--- src/rtl/pong_game_ctrl.sv ---
// Pong game sequencer: debounced start, serve/play/point/over phases and score keeping.
// Outputs paddle_en/ball_en/ball_rst decode the registered state; scores, winner and serve_dir are registered.
module pong_game_ctrl #(
  parameter int WIN_SCORE    = 7,
  parameter int SERVE_FRAMES = 60,
  parameter int POINT_FRAMES = 90,
  parameter int DEB_BITS     = 16
) (
  input  logic       clk,
  input  logic       rst_n,
  input  logic       start_n,
  input  logic       frame_tick,
  input  logic       miss_l,
  input  logic       miss_r,
  output logic       paddle_en,
  output logic       ball_en,
  output logic       ball_rst,
  output logic       serve_dir,
  output logic [3:0] score_l,
  output logic [3:0] score_r,
  output logic [1:0] winner,
  output logic [2:0] state
);

  typedef enum logic [2:0] {
    IDLE  = 3'd0,
    SERVE = 3'd1,
    PLAY  = 3'd2,
    POINT = 3'd3,
    OVER  = 3'd4
  } state_t;

  localparam int FMAX = (SERVE_FRAMES > POINT_FRAMES) ? SERVE_FRAMES : POINT_FRAMES;
  localparam int FW   = $clog2(FMAX + 1);
  localparam logic [FW-1:0] SERVE_LAST = FW'(SERVE_FRAMES - 1);
  localparam logic [FW-1:0] POINT_LAST = FW'(POINT_FRAMES - 1);
  localparam logic [3:0]    WIN       = 4'(WIN_SCORE);

  logic                sync1, sync2;
  logic                deb_lvl;
  logic [DEB_BITS-1:0] deb_cnt;
  logic                start_press;

  state_t        state_q, state_d;
  logic [FW-1:0] fcnt_q, fcnt_d;
  logic [3:0]    score_l_d, score_r_d;
  logic [1:0]    winner_d;
  logic          serve_dir_d;

  // Idle level of the button is high, so the synchroniser resets to 1.
  always_ff @(posedge clk or negedge rst_n) begin
    if (!rst_n) begin
      sync1 <= 1'b1;
      sync2 <= 1'b1;
    end else begin
      sync1 <= start_n;
      sync2 <= sync1;
    end
  end

  // Accepted level flips only after 2^DEB_BITS consecutive disagreeing samples.
  always_ff @(posedge clk or negedge rst_n) begin
    if (!rst_n) begin
      deb_lvl <= 1'b1;
      deb_cnt <= '0;
    end else if (sync2 != deb_lvl) begin
      if (deb_cnt == '1) begin
        deb_lvl <= sync2;
        deb_cnt <= '0;
      end else begin
        deb_cnt <= deb_cnt + DEB_BITS'(1);
      end
    end else begin
      deb_cnt <= '0;
    end
  end

  assign start_press = (sync2 != deb_lvl) && (deb_cnt == '1) && !sync2;

  always_ff @(posedge clk or negedge rst_n) begin
    if (!rst_n) begin
      state_q   <= IDLE;
      fcnt_q    <= '0;
      score_l   <= 4'd0;
      score_r   <= 4'd0;
      winner    <= 2'b00;
      serve_dir <= 1'b1;
    end else begin
      state_q   <= state_d;
      fcnt_q    <= fcnt_d;
      score_l   <= score_l_d;
      score_r   <= score_r_d;
      winner    <= winner_d;
      serve_dir <= serve_dir_d;
    end
  end

  always_comb begin
    state_d     = state_q;
    fcnt_d      = fcnt_q;
    score_l_d   = score_l;
    score_r_d   = score_r;
    winner_d    = winner;
    serve_dir_d = serve_dir;
    case (state_q)
      IDLE: begin
        if (start_press) begin
          state_d   = SERVE;
          score_l_d = 4'd0;
          score_r_d = 4'd0;
          winner_d  = 2'b00;
        end
      end
      SERVE: begin
        if (frame_tick) begin
          if (fcnt_q == SERVE_LAST) state_d = PLAY;
          else                      fcnt_d  = fcnt_q + FW'(1);
        end
      end
      PLAY: begin
        if (miss_l && miss_r) begin
          state_d = POINT;
        end else if (miss_l) begin
          score_r_d   = score_r + 4'd1;
          serve_dir_d = 1'b0;
          if (score_r_d == WIN) begin
            state_d  = OVER;
            winner_d = 2'b10;
          end else begin
            state_d = POINT;
          end
        end else if (miss_r) begin
          score_l_d   = score_l + 4'd1;
          serve_dir_d = 1'b1;
          if (score_l_d == WIN) begin
            state_d  = OVER;
            winner_d = 2'b01;
          end else begin
            state_d = POINT;
          end
        end
      end
      POINT: begin
        if (frame_tick) begin
          if (fcnt_q == POINT_LAST) state_d = SERVE;
          else                      fcnt_d  = fcnt_q + FW'(1);
        end
      end
      OVER: begin
        if (start_press) begin
          state_d     = SERVE;
          score_l_d   = 4'd0;
          score_r_d   = 4'd0;
          winner_d    = 2'b00;
          serve_dir_d = 1'b1;
        end
      end
      default: state_d = IDLE;
    endcase
    // A tick coinciding with a transition belongs to the old state.
    if (state_d != state_q) fcnt_d = '0;
  end

  always_comb begin
    paddle_en = 1'b0;
    ball_en   = 1'b0;
    ball_rst  = 1'b1;
    case (state_q)
      SERVE: paddle_en = 1'b1;
      PLAY: begin
        paddle_en = 1'b1;
        ball_en   = 1'b1;
        ball_rst  = 1'b0;
      end
      POINT:   ball_rst = 1'b0;
      default: ;
    endcase
  end

  assign state = state_q;

endmodule
--- config.mk ---
export PLATFORM = sky130hd
export DESIGN_NAME = pong_game_ctrl
export DESIGN_NICKNAME = d
export VERILOG_FILES = /design/src/rtl/pong_game_ctrl.sv
export SDC_FILE = /design/constraint.sdc
export NUM_CORES = 1
export LEC_CHECK = 0
export BUFFER_PORTS_ARGS = -buffer_cell sky130_fd_sc_hd__buf_2
export CORE_MARGIN = 8
export CORE_UTILIZATION = 59
export DETAILED_ROUTE_END_ITERATION = 6
export PLACE_DENSITY = 0.8
export SLEW_MARGIN = 40
export SYNTH_ARGS = -nofsm -noshare
export SYNTH_HDL_FRONTEND = slang
export SYNTH_SLANG_ARGS = --single-unit
--- constraint.sdc ---
create_clock -name clk -period 2.15 [get_ports clk]
set_input_delay 0.215 -clock clk [delete_from_list [all_inputs] [get_ports clk]]
set_output_delay 0.215 -clock clk [all_outputs]
set_load 0.1 [all_outputs]
==> impl_metrics.env <==
export IMPL_gr_total_overflow=0
export IMPL_setup_viol=0
export IMPL_period_share=0.970
export IMPL_synth_mux_area_frac=0.00485
export IMPL_hpwl_mm=3.62
export IMPL_cp_end_kind="flop"
export IMPL_wirelength_mm=4.92
export IMPL_die_area_um2=6200
export IMPL_finalHoldViolations=0
export IMPL_synth_cells=236
export IMPL_synth_top_area_cell="dfrtp_1"
export IMPL_cts_root_buf="clkbuf_8"
export IMPL_track_usage=0.164
export IMPL_yosys_warnings=0
export IMPL_cts_max_path_buffers=2
export IMPL_max_slew_margin=0.536
export IMPL_diodes=0
export IMPL_viasPerCell=5.74
export IMPL_grt_busiest_layer="met2"
export IMPL_synth_fa_ha_area_frac=0.0377
export IMPL_nNetsFinal=279
export IMPL_dp_slack_ns=0.166
export IMPL_synthSimpleGateAreaFrac=0.279
export IMPL_synth_edff_count=0
export IMPL_final_min_clock_period_ns=2.09
export IMPL_drtIter0Drc=95
export IMPL_ant_nets=0
export IMPL_drive_above_1_share=0.258
export IMPL_die_h_um=78.7
export IMPL_grtUsageMet3=0.0451
export IMPL_netlist_area_leader_share=0.388
export IMPL_drv_cap=0
export IMPL_rsz0062_at_grt="true"
export IMPL_nFillCells=311
export IMPL_grt_pass1_vias=1856
export IMPL_multi_input_comb_area_um2=1270
export IMPL_ios=23
export IMPL_fmax_mhz=479
export IMPL_avgSynthCellArea_um2=9.84
export IMPL_synthTopCellsByCount="dfrtp_1 (36), nor2_1 (30), nand2_1 (20)"
export IMPL_min_path_type="input pin to flop"
export IMPL_grt_util_met2=0.278
export IMPL_synth_top_family_by_area="simple AND/OR/NAND/NOR gates"
export IMPL_gp_congestion=0.851
export IMPL_portBuffers=22
export IMPL_grt_first_pass_wirelength_mm=8.25
export IMPL_report_final_slew_viol_count=0
export IMPL_powerDensity_nw_per_um2=574
export IMPL_required_ns=2.33
export IMPL_setup_slack_ns=0.0637
export IMPL_synth_cell_types=56
export IMPL_path_class="flop to flop"
export IMPL_cts_inserted_buffers=5
export IMPL_synth_compound_area_frac=0.128
export IMPL_ys_seq_elements=40
export IMPL_start_util=0.598
export IMPL_wl_per_cell_um=15.5
export IMPL_synth_xor_xnor_area_share=0.0830
export IMPL_first_pass_iters=4
export IMPL_synthTopCellsByArea="dfrtp_1 (39%), nor2_1 (4.8%), dfstp_2 (4.5%)"
export IMPL_finalClockSkew_ns=0.00374
export IMPL_ir_worst_vdd_uv=403
export IMPL_worstSkewPairLatency_ns=0.29
export IMPL_leakage_nw=1.15
export IMPL_arrival_ns=2.27
export IMPL_cts_sinks=40
export IMPL_cp_max_fo=8
export IMPL_num_rows=23
export IMPL_htreeDepth=2
export IMPL_syn_area_um2=2320
export IMPL_synthArstFlopShare=1.00
export IMPL_syn_num_nets=249
export IMPL_synth_flop_cell="dfrtp_1"
export IMPL_tightest_slew_ns=0.695
export IMPL_hold_worst_slack_ns=0.0102
export IMPL_crit_path_start_kind="flop"
export IMPL_seqCellArea_um2=1020
export IMPL_area_growth_pct=15.4
export IMPL_die_w_um=78.7
export IMPL_antenna_found_initial=0
export IMPL_cts_tree="done"
export IMPL_status="finished clean"
export IMPL_core_um2=3880
export IMPL_vias=1819
export IMPL_grt_max_degree=32
export IMPL_yosysMostFrequentCell="dfrtp_1"
export IMPL_drc=0
export IMPL_grt_use_met1=0.191
export IMPL_synth_seq_area_share=0.433
export IMPL_clk_pin_slew_ns=0.08
==> report_power, final <==
part / leakage [nW] / switching (W) / internal, W
Combinational: 0.574 / 0.0000643 / 0.0000207
Clock: 0.0645 / 0.000270 / 0.000410
Sequential: 0.517 / 0.00000988 / 0.000764
Total: 1.15 / 0.000345 / 0.00119
==> path summary, 6_finish.rpt <==
path | start | end | slack [ns] | cells after the start
worst max-delay path | score_r[0]$_DFFE_PN0P_ | fcnt_q[1]$_DFFE_PN0P_ | 0.06 | 6
worst min-delay path | start_n | sync1$_DFF_PN1_ | 0.01 | 1
worst max register to register | score_r[0]$_DFFE_PN0P_ | fcnt_q[1]$_DFFE_PN0P_ | 0.06 | 6
worst min register to register | sync1$_DFF_PN1_ | sync2$_DFF_PN1_ | 0.36 | 0
max in group asynchronous | rst_n | sync1$_DFF_PN1_ | 0.98 | 3
min in group asynchronous | rst_n | deb_cnt[0]$_DFF_PN0_ | 0.50 | 2
==> stage by stage <==
step	area, um2	TNS (ns)	util	power, W	instances
6_report	2680	0	0.690	0.00154	317
5_1_grt	2680	-0.0643	0.690	0.00159	317
4_1_cts	2660	0	0.683	0.00155	316
3_5_place_dp	2520	0	0.648	0.000873	307
3_3_place_gp	2520	0	0.648	0.000871	307
2_1_floorplan	2360	-0.433	-	0.000836	236
==> what timing repair did <==
item                                    CTS  global route
endpoints found under the hold margin    26             0
hold buffers                              1             0
endpoints found under the setup margin    0             2
setup buffers                             0             1
resized for setup                         0             3
==> cells in the final DEF, fill, tap and decap left out, types with 9 or more instances in the layout <==
cell type	n
buf_2	22
nor3_1	9
xnor2_1	12
inv_1	10
nor2_1	29
xor2_1	10
dfrtp_1	28
nand3_1	13
o21ai_0	10
nand2_1	20
==> cells by family after synthesis <==
kind of cell,after synthesis
AND/OR/NAND/NOR,113
flip-flops,40
AO/OA/AOI/OAI,38
XOR/XNOR,22
buffers and inverters,15
adder cells (fa/ha/maj),7
multiplexers,1
==> layout make-up <==
class	instances	share of cell area
clock buffers	7	0.0359
inverters	11	0.0168
well taps	50	0.0233
repair buffers	27	0.0560
flip-flops and latches	40	0.382
clock inverters	1	0.0112
multi-input cells	181	0.475
==> per-layer routing <==
| layer | vias up | part of all wire |
|---|---|---|
| li1 | 909 | - |
| met1 | 870 | 0.44 |
| met2 | 35 | 0.50 |
| met3 | 5 | 0.047 |
| met4 | 0 | 0.011 |
| met5 | - | 0 |
==> worst max-delay path: stages, from the launching register on <==
cell and delay, ns:
dfrtp_2 0.45, ha_1 0.26, nor2b_1 0.17, a32oi_2 0.18
o311ai_4 0.35, a41oi_4 0.22, a2111oi_2 0.34
==> flip-flops by register name, indices dropped and copies added, names as in the netlist, 2 cells and up <==
name,cells
deb_cnt,16
fcnt_q,7
score_l,4
score_r,4
state,3
winner,2
Power figures use the tool's default switching activity.
